File: config.mk
export PLATFORM = sky130hd
export DESIGN_NAME = fixed_div
export DESIGN_NICKNAME = d
export VERILOG_FILES = /design/src/rtl/fixed_div.sv
export SDC_FILE = /design/constraint.sdc
export NUM_CORES = 1
export LEC_CHECK = 0
export ABC_AREA = 0
export ABC_CLOCK_PERIOD_IN_PS = 2270
export BUFFER_PORTS_ARGS = -buffer_cell sky130_fd_sc_hd__buf_4
export CAP_MARGIN = 10
export CORE_ASPECT_RATIO = 0.9
export CORE_MARGIN = 2
export CORE_UTILIZATION = 53
export DETAILED_ROUTE_END_ITERATION = 10
export PLACE_DENSITY = 0.79
export SLEW_MARGIN = 20
export SYNTH_ARGS = -nofsm -noshare
export SYNTH_HDL_FRONTEND = slang
export SYNTH_SLANG_ARGS = --single-unit
export TNS_END_PERCENT = 100
File: constraint.sdc
create_clock -name clk -period 2.27 [get_ports clk]
set_input_delay 0.1135 -clock clk [delete_from_list [all_inputs] [get_ports clk]]
set_output_delay 0.1135 -clock clk [all_outputs]
set_load 0.01 [all_outputs]
File: src/rtl/fixed_div.sv
// Iterative sign-magnitude fixed-point divider c = a / b, one quotient bit per cycle.
// Restoring division of {|a|, FWL zeros} by |b|, with saturation and divide-by-zero flags.
module fixed_div #(
   parameter int WL  = 32,
   parameter int IWL = 8
) (
   input  logic          clk,
   input  logic          rst_n,
   input  logic          in_valid,
   output logic          in_ready,
   input  logic [WL-1:0] a,
   input  logic [WL-1:0] b,
   output logic          out_valid,
   input  logic          out_ready,
   output logic [WL-1:0] c,
   output logic          ovf,
   output logic          dz
);

   localparam int FWL = WL - IWL;
   localparam int Q   = WL - 1 + FWL;
   localparam int CW  = $clog2(Q + 1);

   // Handshake: a transfer happens on a rising edge where valid and ready are
   // both high; in_ready is high only in IDLE and out_valid only in DONE, and
   // c/ovf/dz stay frozen while out_valid is high and out_ready is low.
   typedef enum logic [1:0] {
      IDLE = 2'd0,
      CALC = 2'd1,
      DONE = 2'd2
   } state_t;

   state_t state;
   state_t state_next;

   logic          sign;
   logic [Q-1:0]  num;
   logic [WL-2:0] den;
   logic [WL-1:0] rem;
   logic [Q-2:0]  quo;
   logic [CW-1:0] cnt;

   logic          accept;
   logic          den_zero_in;
   logic [WL-1:0] rem_shift;
   logic          take;
   logic [WL-1:0] rem_next;
   logic [Q-1:0]  quo_next;
   logic          last;
   logic          quo_ovf;

   assign accept      = in_valid && in_ready;
   assign den_zero_in = (b[WL-2:0] == '0);

   // The remainder always stays below den, so its top bit is zero; folding it
   // into the compare keeps the step exact even if that ever changed.
   assign rem_shift = {rem[WL-2:0], num[Q-1]};
   assign take      = rem[WL-1] | (rem_shift >= {1'b0, den});
   assign rem_next  = take ? (rem_shift - {1'b0, den}) : rem_shift;
   assign quo_next  = {quo, take};
   assign last      = (cnt == CW'(Q - 1));
   assign quo_ovf   = |quo_next[Q-1:WL-1];

   // State register
   always_ff @(posedge clk or negedge rst_n) begin
      if (!rst_n) begin
         state <= IDLE;
      end else begin
         state <= state_next;
      end
   end

   // Next-state logic
   always_comb begin
      state_next = state;
      case (state)
         IDLE: begin
            if (in_valid) begin
               state_next = den_zero_in ? DONE : CALC;
            end
         end
         CALC: begin
            if (last) begin
               state_next = DONE;
            end
         end
         DONE: begin
            if (out_ready) begin
               state_next = IDLE;
            end
         end
         default: state_next = IDLE;
      endcase
   end

   // Output logic
   always_comb begin
      in_ready  = 1'b0;
      out_valid = 1'b0;
      case (state)
         IDLE:    in_ready  = 1'b1;
         DONE:    out_valid = 1'b1;
         default: begin
            in_ready  = 1'b0;
            out_valid = 1'b0;
         end
      endcase
   end

   // Datapath and registered result
   always_ff @(posedge clk or negedge rst_n) begin
      if (!rst_n) begin
         sign <= 1'b0;
         num  <= '0;
         den  <= '0;
         rem  <= '0;
         quo  <= '0;
         cnt  <= '0;
         c    <= '0;
         ovf  <= 1'b0;
         dz   <= 1'b0;
      end else begin
         case (state)
            IDLE: begin
               if (accept) begin
                  sign <= a[WL-1] ^ b[WL-1];
                  num  <= {a[WL-2:0], {FWL{1'b0}}};
                  den  <= b[WL-2:0];
                  rem  <= '0;
                  quo  <= '0;
                  cnt  <= '0;
                  ovf  <= 1'b0;
                  if (den_zero_in) begin
                     c  <= {a[WL-1] ^ b[WL-1], {(WL-1){1'b1}}};
                     dz <= 1'b1;
                  end else begin
                     c  <= '0;
                     dz <= 1'b0;
                  end
               end
            end
            CALC: begin
               rem <= rem_next;
               quo <= quo_next[Q-2:0];
               num <= {num[Q-2:0], 1'b0};
               cnt <= cnt + 1'b1;
               if (last) begin
                  c   <= {sign, quo_ovf ? {(WL-1){1'b1}} : quo_next[WL-2:0]};
                  ovf <= quo_ovf;
               end
            end
            default: begin
            end
         endcase
      end
   end

endmodule

* Word-level counts from Yosys, hierarchy flattened *
Cells that the tools add are included.

cells by class
  reductions and logical operators = 9
  bitwise operators = 2
  mux-type cells = 25
  order comparisons = 1
  equal/unequal tests = 7
  $add $sub $neg = 2

operators with widths
  operator               number
  $mux W32               5
  $pmux W32 S2           2
  $pmux W55 S2           1
  $pmux W54 S2           1
  $mux W55               1
  $mux W54               1
  $ge A32 B31 Y1         1
  $sub A32 B31 Y32       1
  $logic_not A31 Y1      1
  $mux W31               1
  $reduce_or A24 Y1      1
  $pmux W6 S2            1
  $mux W2                4
  $ne A2 B2 Y1 const B   4
  $add A6 B1 Y6 const B  1
  $eq A6 B6 Y1 const B   1
  $mux W6                1
  $pmux W2 S3            1
  $reduce_and A3 Y1      2
  $mux W1                5
  $reduce_and A2 Y1      2
  $eq A2 B1 Y1 const B   1
  $eq A2 B2 Y1 const B   1
  $logic_not A2 Y1       1
  5 further kinds        5

storage, ports and cells
  word-level logic and storage cells = 56
  output and inout port bits = 36
  input port bits = 68
  register bits = 215

* Longest topological paths before layout *
Gate-level depths: netlist of run 1.

  word-level depth = 5
  depth in mapped cells = 14
  mapped depth without buffers = 12

* Worst setup path after synthesis of run 1 *
Ideal clock, no wire load.

  path kind = register -> register
  start point = register num[54]
  end point = register rem[11]
  slack = -66 ps
  buffers on the path = 2
  data arrival time = 2205 ps
  data required time = 2139 ps
  stages on the path, launching flop included = 14
  path through = dfrtp_1 inv_1 ha_1 inv_1 fa_1 nand3_1 a21oi_2 o211ai_2 a31o_1 a31o_1 buf_6 buf_6 mux2i_1 o21ai_1

on the way
  word-level cells in the longest chain between the ends = 4
  elaborated cells between the ends (all ways) = 5

RTL lines
  what                      RTL line  text
  start: declaration        37        logic [Q-1:0] num;
  start signal: assignment  127       num <= {a[WL-2:0], {FWL{1'b0}}};
  start signal: assignment  145       num <= {num[Q-2:0], 1'b0};
  $ge A32 B31 Y1            58        assign take = rem[WL-1] | (rem_shift >= {1'b0, den});
  $or A1 B1 Y1              58
  $mux W32 (*)              59        assign rem_next = take ? (rem_shift - {1'b0, den}) : rem_shift;
  $pmux W32 S2 (*)          123       case (state)
  end signal: assignment    143       rem <= rem_next;
  end: declaration          39        logic [WL-1:0] rem;

Mark *: on every way between the ends. The rest lies on a longest branch, timed or not.
A chain may end at the register's enable or synchronous reset.

* Final worst setup path of run 1 *
  start point = register num[54]
  end point = register rem[12]

The elaborated chain is that of the path after synthesis.

==> run_summary.xml, run 1 <==
<?xml version="1.0" encoding="UTF-8"?>
<metrics>
  <group name="outcome">
    <metric name="result_of_the_run" unit="">finished with violations</metric>
    <metric name="violated_checks" unit="">negative setup slack</metric>
  </group>
  <group name="synth">
    <metric name="yosysSeqAreaShare" unit="">0.5027</metric>
    <metric name="synth_edf_count" unit="">0</metric>
    <metric name="mapped_area" unit="µm²">9508</metric>
    <metric name="leading_post_synthesis_cells_by_cell_area" unit="">sky130_fd_sc_hd__dfrtp_1 50%, sky130_fd_sc_hd__nand2_1 9.5%, sky130_fd_sc_hd__ha_1 4.3%, sky130_fd_sc_hd__nor2_1 4.3%, sky130_fd_sc_hd__a21oi_1 3.9%</metric>
    <metric name="synth_async_sr_flop_share" unit="">1.000</metric>
    <metric name="post_synth.cell_area_avg" unit="µm²">8.861</metric>
    <metric name="synth-warning-count" unit="">0</metric>
    <metric name="yosysTopAreaCell" unit="">sky130_fd_sc_hd__dfrtp_1</metric>
    <metric name="post-synth-top-area-fraction" unit="">0.5027</metric>
    <metric name="mapped_nets" unit="">1175</metric>
    <metric name="synth_ff_type" unit="">sky130_fd_sc_hd__dfrtp_1</metric>
    <metric name="synth_cell_type_count" unit="">55</metric>
    <metric name="synth.ff_latch_count" unit="">191</metric>
    <metric name="synth_cells" unit="">1073</metric>
  </group>
  <group name="sta">
    <metric name="worst_clock_skew" unit="ps">15.23</metric>
    <metric name="setup_viol" unit="">32</metric>
    <metric name="fin_crit_sh" unit="">1.056</metric>
    <metric name="unrepaired_setup_endpoints_after_global_routing" unit="">true</metric>
    <metric name="period_needed" unit="ps">2397</metric>
    <metric name="whs" unit="ps">22.90</metric>
    <metric name="transition_time_at_the_pin_with_the_least_slew_margin" unit="ps">677.5</metric>
    <metric name="hold_viol_final" unit="">0</metric>
    <metric name="max-slew-margin-rel" unit="">0.5441</metric>
    <metric name="final_critical_path_setup_slack" unit="ps">-127.3</metric>
    <metric name="slew_limit_fails" unit="">0</metric>
    <metric name="fmax" unit="MHz">417.1</metric>
  </group>
  <group name="global_routing">
    <metric name="grt-ovfl-total" unit="">0</metric>
    <metric name="antenna_found_initial" unit="">0</metric>
    <metric name="grt_util_all_layers" unit="">0.2853</metric>
    <metric name="grt_start_max_net_pins" unit="">85</metric>
    <metric name="grt_pass1_vias" unit="">8725</metric>
    <metric name="grt_pass1_wl" unit="mm">43.92</metric>
  </group>
  <group name="cells_and_area">
    <metric name="count_of_inserted_antenna_diode_cells" unit="">0</metric>
    <metric name="final_nets" unit="">1411</metric>
    <metric name="final_util" unit="">0.7346</metric>
    <metric name="stdcell_count" unit="">1562</metric>
    <metric name="mostFrequentLayoutCell" unit="">sky130_fd_sc_hd__nand2_1</metric>
    <metric name="area_growth_from_synthesis_to_layout" unit="%">36.07</metric>
    <metric name="final_cell_mix" unit="">237 x sky130_fd_sc_hd__nand2_1, 204 x sky130_fd_sc_hd__buf_4, 191 x sky130_fd_sc_hd__dfrtp_1</metric>
    <metric name="final_design_area_no_fill" unit="µm²">12940</metric>
    <metric name="drive_above_1_share" unit="">0.2405</metric>
    <metric name="multiInputGateArea" unit="µm²">4648</metric>
    <metric name="regArea" unit="µm²">4780</metric>
    <metric name="n_fill_cell" unit="">1224</metric>
  </group>
  <group name="drt">
    <metric name="initialDrtViolationCount" unit="">757</metric>
    <metric name="wirelength" unit="mm">26.95</metric>
    <metric name="drc" unit="">0</metric>
    <metric name="drt_first_pass_iters" unit="">5</metric>
    <metric name="routed_via_density" unit="">5.695</metric>
    <metric name="detail_route.wl_per_cell" unit="µm">17.25</metric>
    <metric name="ant_nets" unit="">0</metric>
    <metric name="num_vias" unit="">8896</metric>
  </group>
  <group name="critical_path">
    <metric name="critPathMaxStageDelay" unit="ps">390</metric>
    <metric name="timing.critical_path.to_type" unit="">flip-flop</metric>
    <metric name="cp_slowest_cell" unit="">sky130_fd_sc_hd__dfrtp_1</metric>
    <metric name="cp.required" unit="ps">2600</metric>
    <metric name="worst_setup_slack_for_register_to_register_paths" unit="ps">-130</metric>
    <metric name="crit_type" unit="">flip-flop to flip-flop</metric>
    <metric name="critPathMaxFanout" unit="">16</metric>
    <metric name="crit_path_cell_trace" unit="">inv_1 &gt; ha_2 &gt; inv_2 &gt; fa_2 &gt; nand3_2 &gt; a21oi_2 &gt; o211ai_2 &gt; a31o_1 &gt; a31o_4 &gt; buf_12 &gt; nor3_1 &gt; mux2i_1 &gt; nand2_1</metric>
    <metric name="worst_path_buffer_plus_inverter_count" unit="">3</metric>
    <metric name="crit_path_start_kind" unit="">flip-flop</metric>
    <metric name="timing.critical_path.max_delay_family" unit="">compound AO/OA/AOI/OAI gates</metric>
    <metric name="critPathArrivalTime" unit="ps">2730</metric>
  </group>
  <group name="floorplan">
    <metric name="start_util" unit="">0.5399</metric>
    <metric name="fp-row-count" unit="">46</metric>
    <metric name="io_pins" unit="">104</metric>
    <metric name="fp.dieH" unit="µm">131.1</metric>
    <metric name="die_area" unit="µm²">19030</metric>
    <metric name="die_x" unit="µm">145.2</metric>
    <metric name="core" unit="µm²">17610</metric>
  </group>
  <group name="run">
    <metric name="cap_viol_max_count" unit="">0</metric>
  </group>
  <group name="pwr">
    <metric name="powerDensity" unit="nW/µm²">1461</metric>
    <metric name="vdd.ir_drop.worst" unit="µV">811.6</metric>
    <metric name="power.leakage" unit="nW">6.233</metric>
  </group>
  <group name="clock_tree">
    <metric name="cts_tree" unit="">yes</metric>
    <metric name="cts_num_sinks" unit="">191</metric>
    <metric name="cts_root_buf" unit="">sky130_fd_sc_hd__clkbuf_16</metric>
    <metric name="clock_tree.buffer_depth" unit="">2</metric>
    <metric name="cts_made_buffers" unit="">17</metric>
    <metric name="h-tree-depth" unit="">4</metric>
    <metric name="worstSkewPairLatency" unit="ps">450</metric>
    <metric name="clock_pin_transition_on_the_worst_setup_and_hold_timing_paths" unit="ps">90</metric>
  </group>
  <group name="hold_path">
    <metric name="worst_hold_path_type" unit="">input pin to flip-flop</metric>
  </group>
  <group name="place">
    <metric name="dpl.cell_count" unit="">1454</metric>
    <metric name="port_buffers" unit="">103</metric>
    <metric name="pre_cts_setup_slack" unit="ps">-181.2</metric>
    <metric name="detailed_place.area" unit="µm²">11160</metric>
    <metric name="place.gp.congestion" unit="">0.9037</metric>
    <metric name="place.detailed.hpwl" unit="mm">16.15</metric>
  </group>
</metrics>
worst reg2reg max path: cells and delay by family (launching register included):
kind,cells,cell delay [ps]
simple gates,3,250
mux,1,180
fa+ha+maj,2,530
compound gates,4,670
flops,1,390
buf+inv,3,280
where the power goes:
group	total (mW)	internal [mW]	leakage [nW]	switching, mW
Sequential	5.16	4.52	2.46	0.641
Clock	3.33	1.61	0.326	1.73
Combinational	10.4	4.53	3.44	5.88
Total	18.9	10.7	6.23	8.24
cell usage after synthesis, types with 2 or more instances:
library cell / n
sky130_fd_sc_hd__a211oi_1: 4
sky130_fd_sc_hd__a21o_1: 9
sky130_fd_sc_hd__a21oi_1: 75
sky130_fd_sc_hd__a22o_1: 25
sky130_fd_sc_hd__a31o_1: 2
sky130_fd_sc_hd__a31o_2: 3
sky130_fd_sc_hd__a31oi_1: 33
sky130_fd_sc_hd__a32oi_1: 11
sky130_fd_sc_hd__and2_1: 3
sky130_fd_sc_hd__and3_1: 6
sky130_fd_sc_hd__buf_1: 6
sky130_fd_sc_hd__buf_2: 8
sky130_fd_sc_hd__buf_6: 5
sky130_fd_sc_hd__clkbuf_1: 43
sky130_fd_sc_hd__dfrtp_1: 191
sky130_fd_sc_hd__ha_1: 33
sky130_fd_sc_hd__inv_1: 41
sky130_fd_sc_hd__mux2_2: 2
sky130_fd_sc_hd__mux2i_1: 9
sky130_fd_sc_hd__nand2_1: 240
sky130_fd_sc_hd__nand2b_1: 7
sky130_fd_sc_hd__nand3_1: 10
sky130_fd_sc_hd__nand4_1: 11
sky130_fd_sc_hd__nor2_1: 109
sky130_fd_sc_hd__nor2b_1: 4
sky130_fd_sc_hd__nor3_1: 11
sky130_fd_sc_hd__nor4_1: 14
sky130_fd_sc_hd__o2111ai_1: 2
sky130_fd_sc_hd__o211ai_1: 7
sky130_fd_sc_hd__o21a_1: 2
sky130_fd_sc_hd__o21ai_0: 64
sky130_fd_sc_hd__o21ai_1: 25
sky130_fd_sc_hd__o21bai_1: 5
sky130_fd_sc_hd__o31ai_1: 3
sky130_fd_sc_hd__or2_2: 2
sky130_fd_sc_hd__or3_1: 2
sky130_fd_sc_hd__xnor2_1: 19
sky130_fd_sc_hd__xor2_1: 10
logic make-up (layout without fill, tap and decap cells):
family / after synthesis / count (layout) / synth area share
xor gates and xnor gates: 29 / 29 / 0.02671
muxes: 11 / 11 / 0.01184
AOI/OAI and AO/OA: 281 / 281 / 0.1817
and+or+nand+nor: 423 / 423 / 0.1850
DFF: 191 / 191 / 0.5027
buffers and inverters: 104 / 353 / 0.04645
adders and majority gates: 34 / 34 / 0.04553
sequential cells by signal, summed over array words and instances, names as in the netlist:
register,flops
quo,54
c,32
rem,32
den,31
num,31
cnt,6
state,2
dz,1
ovf,1
sign,1
metal layers:
layer,global-route usage,up-vias,share of wire
met3,0.06332,57,0.056
li1,-,4167,-
met1,0.3837,4359,0.44
met4,0.09343,0,0.025
met2,0.4692,313,0.48
met5,0,-,0
metrics by stage:
stage / setup TNS (ps) / total power [mW]
2_1_floorplan: 0 / 10.77
3_3_place_gp: -1688 / 13.89
3_5_place_dp: -4322 / 14.14
4_1_cts: -1458 / 18.22
5_1_grt: -6260 / 20.12
6_report: -1851 / 18.90
area by class of cell:
type,count,share of cell area
Sequential cell,191,0.3694
Multi-Input combinational cell,778,0.3593
Clock inverter,15,0.01973
Clock buffer,17,0.03288
Inverter,41,0.01190
Tap cell,240,0.02321
Timing Repair Buffer,280,0.1836
timing repair:
action / 4_1_cts / 5_1_grt
gates resized for setup: 43 / 40
pin swaps: 19 / 24
endpoints found under the hold margin: 125 / 0
setup endpoints to repair: 34 / 34
buffers inserted: 8 / 5
hold buffers: 63 / 0
final timing paths:
path | from | endpoint | depth (start not counted)
max | num[54]$_DFFE_PN0P_ | rem[12]$_DFFE_PN0P_ | 13
min | a[26] | num[50]$_DFFE_PN0P_ | 3
max reg2reg | num[54]$_DFFE_PN0P_ | rem[12]$_DFFE_PN0P_ | 13
min reg2reg | quo[3]$_DFFE_PN0P_ | quo[3]$_DFFE_PN0P_ | 2
max in group asynchronous | rst_n | rem[3]$_DFFE_PN0P_ | 3
min in group asynchronous | rst_n | den[26]$_DFFE_PN0P_ | 2
Note: power is estimated with default switching activity, not from simulation.
==> inputs of run 2 (changes only) <==
--- a/config.mk
+++ b/config.mk
@@ -13,7 +13,7 @@
 export CORE_MARGIN = 2
 export CORE_UTILIZATION = 53
 export DETAILED_ROUTE_END_ITERATION = 10
-export PLACE_DENSITY = 0.79
+export PLACE_DENSITY = 0.86
 export SLEW_MARGIN = 20
 export SYNTH_ARGS = -nofsm -noshare
 export SYNTH_HDL_FRONTEND = slang
==> run 2 against run 1 <==
The flow still finishes with violations (negative setup slack). Largest power group unchanged. Non-clock buffer count up 1. Sequential cell count is the same. Core utilization decreased by 0.57 points. Critical path depth is the same. Register-to-register slack worse by 70 ps.
==> run_summary.xml, run 2 (synthesis gave the netlist of run 1 again) <==
<?xml version="1.0" encoding="UTF-8"?>
<metrics>
  <group name="global_routing">
    <metric name="gr-usage-met3" unit="">0.06125</metric>
    <metric name="grt-ovfl-total" unit="">0</metric>
    <metric name="grt_util_all_layers" unit="">0.2733</metric>
    <metric name="grt_pass1_vias" unit="">8490</metric>
    <metric name="antenna_found_initial" unit="">0</metric>
    <metric name="grt_util_met1" unit="">0.3698</metric>
    <metric name="grt_pass1_wl" unit="mm">41.82</metric>
    <metric name="grt_start_max_net_pins" unit="">95</metric>
    <metric name="peak_usage_layer_in_the_global_routing_report" unit="">met2</metric>
    <metric name="grt_use_met2" unit="">0.4532</metric>
  </group>
  <group name="clock_tree">
    <metric name="clock_tree.buffer_depth" unit="">2</metric>
    <metric name="clock_pin_transition_on_the_worst_setup_and_hold_timing_paths" unit="ps">80</metric>
    <metric name="cts_tree" unit="">yes</metric>
    <metric name="cts_num_sinks" unit="">191</metric>
    <metric name="h-tree-depth" unit="">4</metric>
    <metric name="worstSkewPairLatency" unit="ps">450</metric>
    <metric name="cts_made_buffers" unit="">17</metric>
    <metric name="cts_root_buf" unit="">sky130_fd_sc_hd__clkbuf_16</metric>
  </group>
  <group name="outcome">
    <metric name="result_of_the_run" unit="">finished with violations</metric>
    <metric name="violated_checks" unit="">negative setup slack</metric>
  </group>
  <group name="drt">
    <metric name="detail_route.wl_per_cell" unit="µm">17.24</metric>
    <metric name="drt_first_pass_iters" unit="">5</metric>
    <metric name="num_vias" unit="">8966</metric>
    <metric name="initialDrtViolationCount" unit="">866</metric>
    <metric name="wirelength" unit="mm">26.95</metric>
    <metric name="routed_via_density" unit="">5.736</metric>
    <metric name="drc" unit="">0</metric>
    <metric name="ant_nets" unit="">0</metric>
  </group>
  <group name="pwr">
    <metric name="vdd.ir_drop.worst" unit="µV">826.7</metric>
    <metric name="power" unit="mW">18.54</metric>
    <metric name="power.leakage" unit="nW">6.199</metric>
    <metric name="powerDensity" unit="nW/µm²">1444</metric>
  </group>
  <group name="critical_path">
    <metric name="crit_path_start_kind" unit="">flip-flop</metric>
    <metric name="critPathMaxFanout" unit="">14</metric>
    <metric name="timing.critical_path.to_type" unit="">flip-flop</metric>
    <metric name="crit_type" unit="">flip-flop to flip-flop</metric>
    <metric name="critPathArrivalTime" unit="ps">2800</metric>
    <metric name="cp.required" unit="ps">2600</metric>
  </group>
  <group name="sta">
    <metric name="final_critical_path_setup_slack" unit="ps">-196.2</metric>
    <metric name="max-slew-margin-rel" unit="">0.5799</metric>
    <metric name="hold_viol_final" unit="">0</metric>
    <metric name="unrepaired_setup_endpoints_after_global_routing" unit="">true</metric>
    <metric name="worst_clock_skew" unit="ps">13.76</metric>
    <metric name="slew_limit_fails" unit="">0</metric>
    <metric name="period_needed" unit="ps">2466</metric>
    <metric name="transition_time_at_the_pin_with_the_least_slew_margin" unit="ps">630.2</metric>
    <metric name="fin_crit_sh" unit="">1.086</metric>
    <metric name="fmax" unit="MHz">405.5</metric>
    <metric name="sum_of_negative_setup_slack" unit="ps">-4366</metric>
    <metric name="setup_viol" unit="">33</metric>
  </group>
  <group name="cells_and_area">
    <metric name="biggestRegsByFlops" unit="">quo x54, c x32, rem x32</metric>
    <metric name="n_fill_cell" unit="">1160</metric>
    <metric name="drive_above_1_share" unit="">0.2336</metric>
    <metric name="count_of_inserted_antenna_diode_cells" unit="">0</metric>
    <metric name="largest-register" unit="">quo</metric>
    <metric name="area_growth_from_synthesis_to_layout" unit="%">35.02</metric>
    <metric name="final_nets" unit="">1412</metric>
    <metric name="stdcell_count" unit="">1563</metric>
    <metric name="final_design_area_no_fill" unit="µm²">12840</metric>
    <metric name="mostFrequentLayoutCell" unit="">sky130_fd_sc_hd__nand2_1</metric>
    <metric name="final_cell_mix" unit="">239 x sky130_fd_sc_hd__nand2_1, 208 x sky130_fd_sc_hd__buf_4, 191 x sky130_fd_sc_hd__dfrtp_1</metric>
    <metric name="largest_register_ffs" unit="">54</metric>
  </group>
  <group name="floorplan">
    <metric name="start_util" unit="">0.5399</metric>
    <metric name="fp-row-count" unit="">46</metric>
    <metric name="io_pins" unit="">104</metric>
    <metric name="die_x" unit="µm">145.2</metric>
    <metric name="fp.dieH" unit="µm">131.1</metric>
    <metric name="core" unit="µm²">17610</metric>
    <metric name="die_area" unit="µm²">19030</metric>
  </group>
  <group name="place">
    <metric name="port_buffers" unit="">103</metric>
    <metric name="place.gp.congestion" unit="">0.9389</metric>
    <metric name="place.detailed.hpwl" unit="mm">16.49</metric>
    <metric name="detailed_place.area" unit="µm²">11170</metric>
    <metric name="dpl.cell_count" unit="">1459</metric>
  </group>
  <group name="run">
    <metric name="cap_viol_max_count" unit="">0</metric>
  </group>
  <group name="hold_path">
    <metric name="worst_hold_path_type" unit="">input pin to flip-flop</metric>
  </group>
</metrics>
run 2: what timing repair did:
item                                    4_1_cts  5_1_grt
buffers inserted                              1        7
pin swaps                                     3        3
endpoints found under the setup margin       34       52
endpoints found under the hold margin       131        0
gates resized for setup                      23       42
cloned                                        0        1
hold buffers                                 63        0
run 2: final timing paths:
path	slack, ps	cells past startpoint	endpoint	startpoint
max	-200	13	rem[7]$_DFFE_PN0P_	num[54]$_DFFE_PN0P_
min	20	3	den[1]$_DFFE_PN0P_	b[1]
max reg2reg	-200	13	rem[7]$_DFFE_PN0P_	num[54]$_DFFE_PN0P_
min reg2reg	480	2	quo[2]$_DFFE_PN0P_	quo[2]$_DFFE_PN0P_
max in group asynchronous	1360	3	rem[19]$_DFFE_PN0P_	rst_n
min in group asynchronous	200	2	num[40]$_DFFE_PN0P_	rst_n
run 2: power breakdown:
group	internal, mW	switching (mW)
Combinational	4.44	5.74
Sequential	4.52	0.652
Clock	1.55	1.63
run 2: area by class of cell:
| cell class | instances | area [µm²] | area share |
|---|---|---|---|
| clock inverter | 15 | 217.7 | 0.01696 |
| sequential | 191 | 4780 | 0.3723 |
| multi-input combinational | 778 | 4598 | 0.3582 |
| clock buffer | 17 | 425.4 | 0.03314 |
| inverter | 41 | 156.4 | 0.01218 |
| timing repair buffer | 281 | 2360 | 0.1838 |
| tap | 240 | 300.3 | 0.02339 |
run 2: through the flow:
step	setup slack (ps)	util	hold slack [ps]
finish	-196.2	0.7289	18.77
global route	-280.8	0.7289	48.47
CTS	-107.4	0.7134	14.22
detailed placement	-182.7	0.6345	158.9
global placement	-101.5	0.6345	154.6
floorplan	5.364	-	-182.1
run 2: critical path, stage by stage, from the launching register on:
cell,delay [ps]
sky130_fd_sc_hd__dfrtp_1,380
sky130_fd_sc_hd__inv_1,60
sky130_fd_sc_hd__ha_2,170
sky130_fd_sc_hd__inv_2,40
sky130_fd_sc_hd__fa_2,350
sky130_fd_sc_hd__nand3_2,110
sky130_fd_sc_hd__a21oi_2,80
sky130_fd_sc_hd__o211ai_2,210
sky130_fd_sc_hd__a31o_1,200
sky130_fd_sc_hd__a31o_4,240
sky130_fd_sc_hd__buf_8,170
sky130_fd_sc_hd__nor2_1,70
sky130_fd_sc_hd__a21oi_1,170
sky130_fd_sc_hd__o21ai_1,100
run 2: metal layers:
metal / vias up / share of wire
li1: 4172 / -
met1: 4365 / 0.43
met2: 374 / 0.48
met3: 55 / 0.070
met4: 0 / 0.022
met5: - / 0
